### src/rtl/pipeline_stage_regs_if.sv
// pipeline_stage_regs_if: hazard controls, stage inputs and latched stage fields of the pipeline registers
interface pipeline_stage_regs_if #(
    parameter int DATA_W = 96,
    parameter int CTRL_W = 8
);
    logic              ifid_en, ifid_flush, idex_en, idex_flush, exmem_en, exmem_flush, memwb_flush;
    logic [31:0]       if_instr, if_npc, ifid_instr, ifid_npc;
    logic [4:0]        ifid_rs, ifid_rt;
    logic [DATA_W-1:0] id_data, idex_data, ex_data, exmem_data, mem_data, memwb_data;
    logic [CTRL_W-1:0] id_ctrl, idex_ctrl, exmem_ctrl, memwb_ctrl;
    logic [4:0]        id_wsel, idex_wsel, exmem_wsel, memwb_wsel;
    logic              id_dREN, idex_dREN, exmem_dREN, memwb_dREN;
    logic              id_dWEN, idex_dWEN, exmem_dWEN;
    logic [2:0]        id_MemToReg, idex_MemToReg, exmem_MemToReg, memwb_MemToReg;
    logic [2:0]        id_PCSrc, idex_PCSrc, exmem_PCSrc;
    logic              id_halt, idex_halt, exmem_halt, memwb_halt;
    logic              ex_ZeroFlag, exmem_ZeroFlag;
    logic              halt;
    logic [31:0]       retired;

    modport master (
        output ifid_en, ifid_flush, idex_en, idex_flush, exmem_en, exmem_flush, memwb_flush,
               if_instr, if_npc, id_data, id_ctrl, id_wsel, id_dREN, id_dWEN, id_MemToReg,
               id_PCSrc, id_halt, ex_data, ex_ZeroFlag, mem_data,
        input  ifid_instr, ifid_npc, ifid_rs, ifid_rt,
               idex_data, idex_ctrl, idex_wsel, idex_dREN, idex_dWEN, idex_MemToReg, idex_PCSrc, idex_halt,
               exmem_data, exmem_ctrl, exmem_wsel, exmem_dREN, exmem_dWEN, exmem_MemToReg, exmem_PCSrc,
               exmem_ZeroFlag, exmem_halt,
               memwb_data, memwb_ctrl, memwb_wsel, memwb_dREN, memwb_MemToReg, memwb_halt,
               halt, retired
    );

    modport slave (
        input  ifid_en, ifid_flush, idex_en, idex_flush, exmem_en, exmem_flush, memwb_flush,
               if_instr, if_npc, id_data, id_ctrl, id_wsel, id_dREN, id_dWEN, id_MemToReg,
               id_PCSrc, id_halt, ex_data, ex_ZeroFlag, mem_data,
        output ifid_instr, ifid_npc, ifid_rs, ifid_rt,
               idex_data, idex_ctrl, idex_wsel, idex_dREN, idex_dWEN, idex_MemToReg, idex_PCSrc, idex_halt,
               exmem_data, exmem_ctrl, exmem_wsel, exmem_dREN, exmem_dWEN, exmem_MemToReg, exmem_PCSrc,
               exmem_ZeroFlag, exmem_halt,
               memwb_data, memwb_ctrl, memwb_wsel, memwb_dREN, memwb_MemToReg, memwb_halt,
               halt, retired
    );
endinterface

### src/rtl/pipeline_stage_regs.sv
// pipeline_stage_regs: IF/ID, ID/EX, EX/MEM, MEM/WB registers with sticky halt and retired counter
module pipeline_stage_regs #(
    parameter int DATA_W = 96,
    parameter int CTRL_W = 8
) (
    input logic                 CLK,
    input logic                 nRST,
    pipeline_stage_regs_if.slave bus
);
    typedef struct packed {
        logic        v;
        logic [31:0] instr;
        logic [31:0] npc;
    } ifid_t;
    typedef struct packed {
        logic              v;
        logic [DATA_W-1:0] data;
        logic [CTRL_W-1:0] ctrl;
        logic [4:0]        wsel;
        logic              dren, dwen;
        logic [2:0]        m2r, pcs;
        logic              hlt;
    } idex_t;
    typedef struct packed {
        logic              v;
        logic [DATA_W-1:0] data;
        logic [CTRL_W-1:0] ctrl;
        logic [4:0]        wsel;
        logic              dren, dwen;
        logic [2:0]        m2r, pcs;
        logic              zero, hlt;
    } exmem_t;
    typedef struct packed {
        logic              v;
        logic [DATA_W-1:0] data;
        logic [CTRL_W-1:0] ctrl;
        logic [4:0]        wsel;
        logic              dren;
        logic [2:0]        m2r;
        logic              hlt;
    } memwb_t;

    ifid_t       ifid;
    idex_t       idex;
    exmem_t      exmem;
    memwb_t      memwb;
    logic        halt;
    logic [31:0] retired;

    // IF/ID: flush beats enable; a loaded fetch is always a valid entry
    always_ff @(posedge CLK or negedge nRST)
        if (!nRST) ifid <= '0;
        else if (!halt) begin
            if (bus.ifid_flush) ifid <= '0;
            else if (bus.ifid_en) ifid <= {1'b1, bus.if_instr, bus.if_npc};
        end

    // ID/EX: decode fields, validity inherited from IF/ID
    always_ff @(posedge CLK or negedge nRST)
        if (!nRST) idex <= '0;
        else if (!halt) begin
            if (bus.idex_flush) idex <= '0;
            else if (bus.idex_en)
                idex <= {ifid.v, bus.id_data, bus.id_ctrl, bus.id_wsel, bus.id_dREN, bus.id_dWEN,
                         bus.id_MemToReg, bus.id_PCSrc, bus.id_halt};
        end

    // EX/MEM: ALU payload and zero flag replace the ID payload, control rides along
    always_ff @(posedge CLK or negedge nRST)
        if (!nRST) exmem <= '0;
        else if (!halt) begin
            if (bus.exmem_flush) exmem <= '0;
            else if (bus.exmem_en)
                exmem <= {idex.v, bus.ex_data, idex.ctrl, idex.wsel, idex.dren, idex.dwen,
                          idex.m2r, idex.pcs, bus.ex_ZeroFlag, idex.hlt};
        end

    // MEM/WB: no enable, loads every cycle unless flushed or halted
    always_ff @(posedge CLK or negedge nRST)
        if (!nRST) memwb <= '0;
        else if (!halt)
            memwb <= bus.memwb_flush ? '0 :
                     {exmem.v, bus.mem_data, exmem.ctrl, exmem.wsel, exmem.dren, exmem.m2r, exmem.hlt};

    // Halt latches on a valid halt leaving MEM/WB; other valid entries leaving MEM/WB retire
    always_ff @(posedge CLK or negedge nRST)
        if (!nRST) begin
            halt    <= 1'b0;
            retired <= '0;
        end else if (!halt) begin
            if (memwb.v && memwb.hlt) halt <= 1'b1;
            if (memwb.v && !memwb.hlt && !bus.memwb_flush) retired <= retired + 32'd1;
        end

    assign bus.ifid_instr     = ifid.instr;
    assign bus.ifid_npc       = ifid.npc;
    assign bus.ifid_rs        = ifid.instr[25:21];
    assign bus.ifid_rt        = ifid.instr[20:16];
    assign bus.idex_data      = idex.data;
    assign bus.idex_ctrl      = idex.ctrl;
    assign bus.idex_wsel      = idex.wsel;
    assign bus.idex_dREN      = idex.dren;
    assign bus.idex_dWEN      = idex.dwen;
    assign bus.idex_MemToReg  = idex.m2r;
    assign bus.idex_PCSrc     = idex.pcs;
    assign bus.idex_halt      = idex.hlt;
    assign bus.exmem_data     = exmem.data;
    assign bus.exmem_ctrl     = exmem.ctrl;
    assign bus.exmem_wsel     = exmem.wsel;
    assign bus.exmem_dREN     = exmem.dren;
    assign bus.exmem_dWEN     = exmem.dwen;
    assign bus.exmem_MemToReg = exmem.m2r;
    assign bus.exmem_PCSrc    = exmem.pcs;
    assign bus.exmem_ZeroFlag = exmem.zero;
    assign bus.exmem_halt     = exmem.hlt;
    assign bus.memwb_data     = memwb.data;
    assign bus.memwb_ctrl     = memwb.ctrl;
    assign bus.memwb_wsel     = memwb.wsel;
    assign bus.memwb_dREN     = memwb.dren;
    assign bus.memwb_MemToReg = memwb.m2r;
    assign bus.memwb_halt     = memwb.hlt;
    assign bus.halt           = halt;
    assign bus.retired        = retired;
endmodule

### src/flat_wrapper.sv
// flat-port wrapper written by rule: the top's interface ports become plain ports
module pipeline_stage_regs_flat 
#(
    parameter int DATA_W = 96,
    parameter int CTRL_W = 8
)
  (CLK, nRST, bus_ifid_en, bus_ifid_flush, bus_idex_en, bus_idex_flush, bus_exmem_en, bus_exmem_flush, bus_memwb_flush, bus_if_instr, bus_if_npc, bus_id_data, bus_id_ctrl, bus_id_wsel, bus_id_dREN, bus_id_dWEN, bus_id_MemToReg, bus_id_PCSrc, bus_id_halt, bus_ex_data, bus_ex_ZeroFlag, bus_mem_data, bus_ifid_instr, bus_ifid_npc, bus_ifid_rs, bus_ifid_rt, bus_idex_data, bus_idex_ctrl, bus_idex_wsel, bus_idex_dREN, bus_idex_dWEN, bus_idex_MemToReg, bus_idex_PCSrc, bus_idex_halt, bus_exmem_data, bus_exmem_ctrl, bus_exmem_wsel, bus_exmem_dREN, bus_exmem_dWEN, bus_exmem_MemToReg, bus_exmem_PCSrc, bus_exmem_ZeroFlag, bus_exmem_halt, bus_memwb_data, bus_memwb_ctrl, bus_memwb_wsel, bus_memwb_dREN, bus_memwb_MemToReg, bus_memwb_halt, bus_halt, bus_retired);
  pipeline_stage_regs_if #(.DATA_W(DATA_W), .CTRL_W(CTRL_W)) bus_i ();
  input logic CLK;
  input logic nRST;
  input wire logic [$bits(bus_i.ifid_en)-1:0] bus_ifid_en;
  input wire logic [$bits(bus_i.ifid_flush)-1:0] bus_ifid_flush;
  input wire logic [$bits(bus_i.idex_en)-1:0] bus_idex_en;
  input wire logic [$bits(bus_i.idex_flush)-1:0] bus_idex_flush;
  input wire logic [$bits(bus_i.exmem_en)-1:0] bus_exmem_en;
  input wire logic [$bits(bus_i.exmem_flush)-1:0] bus_exmem_flush;
  input wire logic [$bits(bus_i.memwb_flush)-1:0] bus_memwb_flush;
  input wire logic [$bits(bus_i.if_instr)-1:0] bus_if_instr;
  input wire logic [$bits(bus_i.if_npc)-1:0] bus_if_npc;
  input wire logic [$bits(bus_i.id_data)-1:0] bus_id_data;
  input wire logic [$bits(bus_i.id_ctrl)-1:0] bus_id_ctrl;
  input wire logic [$bits(bus_i.id_wsel)-1:0] bus_id_wsel;
  input wire logic [$bits(bus_i.id_dREN)-1:0] bus_id_dREN;
  input wire logic [$bits(bus_i.id_dWEN)-1:0] bus_id_dWEN;
  input wire logic [$bits(bus_i.id_MemToReg)-1:0] bus_id_MemToReg;
  input wire logic [$bits(bus_i.id_PCSrc)-1:0] bus_id_PCSrc;
  input wire logic [$bits(bus_i.id_halt)-1:0] bus_id_halt;
  input wire logic [$bits(bus_i.ex_data)-1:0] bus_ex_data;
  input wire logic [$bits(bus_i.ex_ZeroFlag)-1:0] bus_ex_ZeroFlag;
  input wire logic [$bits(bus_i.mem_data)-1:0] bus_mem_data;
  output wire logic [$bits(bus_i.ifid_instr)-1:0] bus_ifid_instr;
  output wire logic [$bits(bus_i.ifid_npc)-1:0] bus_ifid_npc;
  output wire logic [$bits(bus_i.ifid_rs)-1:0] bus_ifid_rs;
  output wire logic [$bits(bus_i.ifid_rt)-1:0] bus_ifid_rt;
  output wire logic [$bits(bus_i.idex_data)-1:0] bus_idex_data;
  output wire logic [$bits(bus_i.idex_ctrl)-1:0] bus_idex_ctrl;
  output wire logic [$bits(bus_i.idex_wsel)-1:0] bus_idex_wsel;
  output wire logic [$bits(bus_i.idex_dREN)-1:0] bus_idex_dREN;
  output wire logic [$bits(bus_i.idex_dWEN)-1:0] bus_idex_dWEN;
  output wire logic [$bits(bus_i.idex_MemToReg)-1:0] bus_idex_MemToReg;
  output wire logic [$bits(bus_i.idex_PCSrc)-1:0] bus_idex_PCSrc;
  output wire logic [$bits(bus_i.idex_halt)-1:0] bus_idex_halt;
  output wire logic [$bits(bus_i.exmem_data)-1:0] bus_exmem_data;
  output wire logic [$bits(bus_i.exmem_ctrl)-1:0] bus_exmem_ctrl;
  output wire logic [$bits(bus_i.exmem_wsel)-1:0] bus_exmem_wsel;
  output wire logic [$bits(bus_i.exmem_dREN)-1:0] bus_exmem_dREN;
  output wire logic [$bits(bus_i.exmem_dWEN)-1:0] bus_exmem_dWEN;
  output wire logic [$bits(bus_i.exmem_MemToReg)-1:0] bus_exmem_MemToReg;
  output wire logic [$bits(bus_i.exmem_PCSrc)-1:0] bus_exmem_PCSrc;
  output wire logic [$bits(bus_i.exmem_ZeroFlag)-1:0] bus_exmem_ZeroFlag;
  output wire logic [$bits(bus_i.exmem_halt)-1:0] bus_exmem_halt;
  output wire logic [$bits(bus_i.memwb_data)-1:0] bus_memwb_data;
  output wire logic [$bits(bus_i.memwb_ctrl)-1:0] bus_memwb_ctrl;
  output wire logic [$bits(bus_i.memwb_wsel)-1:0] bus_memwb_wsel;
  output wire logic [$bits(bus_i.memwb_dREN)-1:0] bus_memwb_dREN;
  output wire logic [$bits(bus_i.memwb_MemToReg)-1:0] bus_memwb_MemToReg;
  output wire logic [$bits(bus_i.memwb_halt)-1:0] bus_memwb_halt;
  output wire logic [$bits(bus_i.halt)-1:0] bus_halt;
  output wire logic [$bits(bus_i.retired)-1:0] bus_retired;
  assign bus_i.ifid_en = bus_ifid_en;
  assign bus_i.ifid_flush = bus_ifid_flush;
  assign bus_i.idex_en = bus_idex_en;
  assign bus_i.idex_flush = bus_idex_flush;
  assign bus_i.exmem_en = bus_exmem_en;
  assign bus_i.exmem_flush = bus_exmem_flush;
  assign bus_i.memwb_flush = bus_memwb_flush;
  assign bus_i.if_instr = bus_if_instr;
  assign bus_i.if_npc = bus_if_npc;
  assign bus_i.id_data = bus_id_data;
  assign bus_i.id_ctrl = bus_id_ctrl;
  assign bus_i.id_wsel = bus_id_wsel;
  assign bus_i.id_dREN = bus_id_dREN;
  assign bus_i.id_dWEN = bus_id_dWEN;
  assign bus_i.id_MemToReg = bus_id_MemToReg;
  assign bus_i.id_PCSrc = bus_id_PCSrc;
  assign bus_i.id_halt = bus_id_halt;
  assign bus_i.ex_data = bus_ex_data;
  assign bus_i.ex_ZeroFlag = bus_ex_ZeroFlag;
  assign bus_i.mem_data = bus_mem_data;
  assign bus_ifid_instr = bus_i.ifid_instr;
  assign bus_ifid_npc = bus_i.ifid_npc;
  assign bus_ifid_rs = bus_i.ifid_rs;
  assign bus_ifid_rt = bus_i.ifid_rt;
  assign bus_idex_data = bus_i.idex_data;
  assign bus_idex_ctrl = bus_i.idex_ctrl;
  assign bus_idex_wsel = bus_i.idex_wsel;
  assign bus_idex_dREN = bus_i.idex_dREN;
  assign bus_idex_dWEN = bus_i.idex_dWEN;
  assign bus_idex_MemToReg = bus_i.idex_MemToReg;
  assign bus_idex_PCSrc = bus_i.idex_PCSrc;
  assign bus_idex_halt = bus_i.idex_halt;
  assign bus_exmem_data = bus_i.exmem_data;
  assign bus_exmem_ctrl = bus_i.exmem_ctrl;
  assign bus_exmem_wsel = bus_i.exmem_wsel;
  assign bus_exmem_dREN = bus_i.exmem_dREN;
  assign bus_exmem_dWEN = bus_i.exmem_dWEN;
  assign bus_exmem_MemToReg = bus_i.exmem_MemToReg;
  assign bus_exmem_PCSrc = bus_i.exmem_PCSrc;
  assign bus_exmem_ZeroFlag = bus_i.exmem_ZeroFlag;
  assign bus_exmem_halt = bus_i.exmem_halt;
  assign bus_memwb_data = bus_i.memwb_data;
  assign bus_memwb_ctrl = bus_i.memwb_ctrl;
  assign bus_memwb_wsel = bus_i.memwb_wsel;
  assign bus_memwb_dREN = bus_i.memwb_dREN;
  assign bus_memwb_MemToReg = bus_i.memwb_MemToReg;
  assign bus_memwb_halt = bus_i.memwb_halt;
  assign bus_halt = bus_i.halt;
  assign bus_retired = bus_i.retired;
  pipeline_stage_regs #(.DATA_W(DATA_W), .CTRL_W(CTRL_W)) u_core (.CLK(CLK), .nRST(nRST), .bus(bus_i));
endmodule
### config.mk
export PLATFORM = sky130hd
export DESIGN_NAME = pipeline_stage_regs_flat
export DESIGN_NICKNAME = d
export VERILOG_FILES = /design/src/rtl/pipeline_stage_regs_if.sv /design/src/rtl/pipeline_stage_regs.sv /design/src/flat_wrapper.sv
export SDC_FILE = /design/constraint.sdc
export NUM_CORES = 1
export LEC_CHECK = 0
export ABC_CLOCK_PERIOD_IN_PS = 3280
export BUFFER_PORTS_ARGS = -buffer_cell sky130_fd_sc_hd__buf_4
export CAP_MARGIN = 20
export CORE_AREA = 5 5 323 325
export CTS_BUF_LIST = sky130_fd_sc_hd__clkbuf_8
export CTS_CLUSTER_SIZE = 14
export DETAILED_ROUTE_END_ITERATION = 10
export DIE_AREA = 0 0 328 330
export PLACE_DENSITY_LB_ADDON = 0.15
export SLEW_MARGIN = 30
export SYNTH_ARGS = -nofsm -noshare
export SYNTH_HDL_FRONTEND = slang
export SYNTH_SLANG_ARGS = --single-unit
### constraint.sdc
create_clock -name CLK -period 3.28 [get_ports CLK]
set_input_delay 0.328 -clock CLK [delete_from_list [all_inputs] [get_ports CLK]]
set_output_delay 0.328 -clock CLK [all_outputs]
set_load 0.03 [all_outputs]
==> impl_metrics.py <==
metrics = {
    "timing": {
        "grt_setup_unrepaired": "false",
        "hold_viol": 0,
        "fin_skew_ps": 17.7,
        "post-route-period-util_pct": 78.6,
        "timing.final.max_slew_violations": 0,
        "timing_worst_slew_pin_value_ps": 890,
        "tns_ps": 0,
        "setup_viol": 0,
        "timing.max_slew.rel_slack_pct": 40.5,
        "finalCriticalPeriod_ps": 2580,
        "clock.fmax_mhz": 388,
    },
    "grt": {
        "grt_first_pass_wirelength_mm": 118,
        "groute.layer.met3.usage_pct": 5.60,
        "first_global_vias": 19000,
        "grt_antenna_before_repair": 8,
        "grt_use_met1_pct": 16.5,
        "grt_overflow": 0,
        "grt.busiest_layer": "met2",
        "grt_use_met2_pct": 23.9,
        "pin_count_of_the_biggest_net_entering_global_routing": 236,
        "global_route.usage.total_pct": 14.1,
    },
    "critical_path": {
        "timing.reg2reg.worst_path_depth": 5,
        "worst_reg2reg_startpoint": "u_core.bus.halt",
        "worstSetupPathType": "reg -> reg",
        "type_of_element_launching_the_critical_path": "flip-flop",
        "cp_max_fo": 144,
        "critPathCapture": "u_core.bus.exmem_data[41]",
        "capture_point_of_the_worst_reg_to_reg_path": "u_core.bus.exmem_data[41]",
        "timing.critical_path.required_ps": 3830,
        "critPathLaunch": "u_core.bus.halt",
        "reg2reg_setup_slack_ps": 700,
        "arrival_ps": 3120,
        "timing.critical_path.to_type": "flip-flop",
    },
    "clock_network": {
        "cts_num_sinks": 452,
        "clk_latency_ps": 690,
        "cts_buffers": 90,
        "cts_buffer_depth": 3,
        "h_tree_levels": 3,
        "cts_resized": 0,
        "root_buffer": "clkbuf_8",
        "clk_pin_slew_ps": 60,
        "tritoncts": "yes",
    },
    "synthesis": {
        "yosys_warnings": 0,
        "synth_seq_cells": 452,
        "postSynthAreaPerCell_sq_um": 9.30,
        "post_synth_instance_area_sq_um": 21900,
        "post_synth_inst_count": 2356,
        "post_syn_nets": 2741,
        "post_synth_num_cell_types": 30,
        "fraction_of_the_yosys_area_taken_by_sequential_cells_pct": 51.6,
    },
    "finish": {
        "nets": 3531,
        "final_layout_size_suffix_gt1_share_pct": 31.6,
        "final_cell_mix": "862 x buf_4, 451 x dfrtp_1, 435 x nand2_1",
        "area.growth.synth_to_final_pct": 48.0,
        "fin_area_sq_um": 32400,
        "layout_commonest_cell": "buf_4",
    },
    "place": {
        "place.port_buffers": 841,
        "finalWeightedCongestion": 0.823,
        "post-dp-hpwl_mm": 57.9,
        "dpl_cell_area_sq_um": 26700,
    },
    "worst_hold_path": {
        "min_path_type": "in -> reg",
    },
    "route": {
        "vias_per_cell": 3.85,
        "detailedRoute.firstPassIterationCount": 5,
        "antenna_violating_nets_post_route": 0,
        "vias": 17700,
        "routed_wire_length_per_instance_um": 17.3,
        "wire_length_after_detailed_routing_mm": 79.4,
        "drt_first_iter_violations": 637,
        "drc_errors": 0,
    },
    "status": {
        "outcome": "completed",
    },
    "power": {
        "power.net_switching_mw": 7.64,
        "clock_power_share_pct": 30.0,
        "share_of_power_burned_in_registers_pct": 36.1,
        "power-per-cell-area_nw_per_um2": 620,
        "largest_voltage_drop_on_the_vdd_net_uv": 502,
        "power_switching_share_pct": 38.0,
        "p_int_mw": 12.5,
        "total_leakage_power_nw": 15.2,
        "power.share.combinational_pct": 33.9,
    },
    "floorplan": {
        "die_height_um": 330,
        "initial_core_util_pct": 21.7,
        "die_area_sq_um": 108000,
        "dieWidth_um": 328,
        "coreArea_sq_um": 101000,
        "floorplan.io_pins": 842,
        "row_count": 117,
    },
    "flow_run": {
        "max_cap_viol_count": 0,
    },
}
-- critical path, cell delays in order, from the launching register on --
cell      delay (ps)
dfrtp_4          440
buf_12           290
buf_16           410
o21bai_4         480
buf_12           370
o21ai_0          170
-- metal layers --
| layer | part of all wire (%) | wire [um] |
|---|---|---|
| met2 | 48 | 38200 |
| met3 | 9.4 | 7430 |
| met1 | 40 | 31700 |
| met5 | 0.014 | 11 |
| met4 | 2.5 | 2000 |
-- worst min-delay path by stage --
stage / from / to / cells after the start
final: bus_idex_en / u_core.bus.idex_ctrl[3] / 4
after global placement: nRST / u_core.bus.retired[26] / 1
after CTS: bus_idex_en / u_core.bus.idex_data[21] / 4
after global routing: bus_idex_en / u_core.bus.idex_ctrl[2] / 4
after detailed placement: nRST / u_core.bus.retired[26] / 1
after floorplan: nRST / u_core.bus.exmem_MemToReg[0] / 0
-- power by group through the flow --
stage	sequential (mW)	clock, mW	combinational [mW]
global placement	7.32	0	6.50
floorplan	7.17	0	4.94
CTS	7.28	6.38	6.94
global route	7.40	6.61	7.33
detailed placement	7.36	0	6.54
finish	7.26	6.02	6.81
-- final cells by class --
type                    count  area, sq um
repair buffers           1254        10500
flip-flops and latches    452        11300
well taps                1368         1710
clock inverters            42          238
multi-input cells        1348         6970
diodes                      5         12.5
clock buffers             120         1650
fillers                 10600        68700
-- cell families (layout without fill, tap and decap cells) --
kind of cell    count (synthesis)  after routing  synth area share [%]
mux                             1              1                0.0514
buf+inv                       556           1416                  16.7
compound gates                423            423                  9.72
flops                         452            452                  51.6
simple gates                  892            892                  20.6
xor+xnor                       31             31                  1.27
fa+ha+maj                       1              1                0.0571
other cells                     0              5                     0
-- synthesized netlist by cell type, drive strengths merged --
cell type | instances | area share [%]
ha | 1 | 0.057
nor2 | 10 | 0.17
dfrtp | 452 | 52
o21ai | 418 | 9.5
or2 | 1 | 0.029
and2 | 1 | 0.029
o21bai | 3 | 0.10
nor3 | 3 | 0.068
or3 | 1 | 0.051
xor2 | 12 | 0.48
a21o | 1 | 0.034
nand3 | 4 | 0.091
a22o | 1 | 0.040
or4 | 1 | 0.034
buf | 421 | 14
nor4b | 1 | 0.11
nand2 | 435 | 7.5
xnor2 | 19 | 0.79
clkbuf | 135 | 2.3
and4 | 2 | 0.080
and3 | 5 | 0.14
mux2 | 1 | 0.051
and3b | 1 | 0.040
nand4 | 10 | 0.35
nand2b | 417 | 12
-- state kept, by name, summed over array words and instances (netlist names), 5 cells and up --
| name | count |
|---|---|
| u_core.bus.exmem_data | 96 |
| u_core.bus.idex_data | 96 |
| u_core.bus.memwb_data | 96 |
| u_core.bus.ifid_instr | 32 |
| u_core.bus.ifid_npc | 32 |
| u_core.bus.retired | 32 |
| u_core.bus.exmem_ctrl | 8 |
| u_core.bus.idex_ctrl | 8 |
| u_core.bus.memwb_ctrl | 8 |
| u_core.bus.exmem_wsel | 5 |
| u_core.bus.idex_wsel | 5 |
| u_core.bus.memwb_wsel | 5 |
-- stage by stage --
stage / setup slack (ps) / cells / utilization (%) / hold slack [ps] / power, mW
detailed placement: 715 / 4042 / 26.4 / 436 / 13.9
finish: 702 / 4589 / 32.1 / 129 / 20.1
global placement: 709 / 4042 / 26.4 / 430 / 13.8
floorplan: 614 / 2356 / - / 32.4 / 12.1
CTS: 654 / 4583 / 32.0 / 5.46 / 20.6
global route: 511 / 4586 / 32.0 / 55.4 / 21.3
-- repair_timing --
item                                    CTS  global route
endpoints found under the setup margin    0             0
buffers inserted                          0             0
hold buffers                            379             0
endpoints found under the hold margin   440             0
Power figures use the tool's default switching activity.
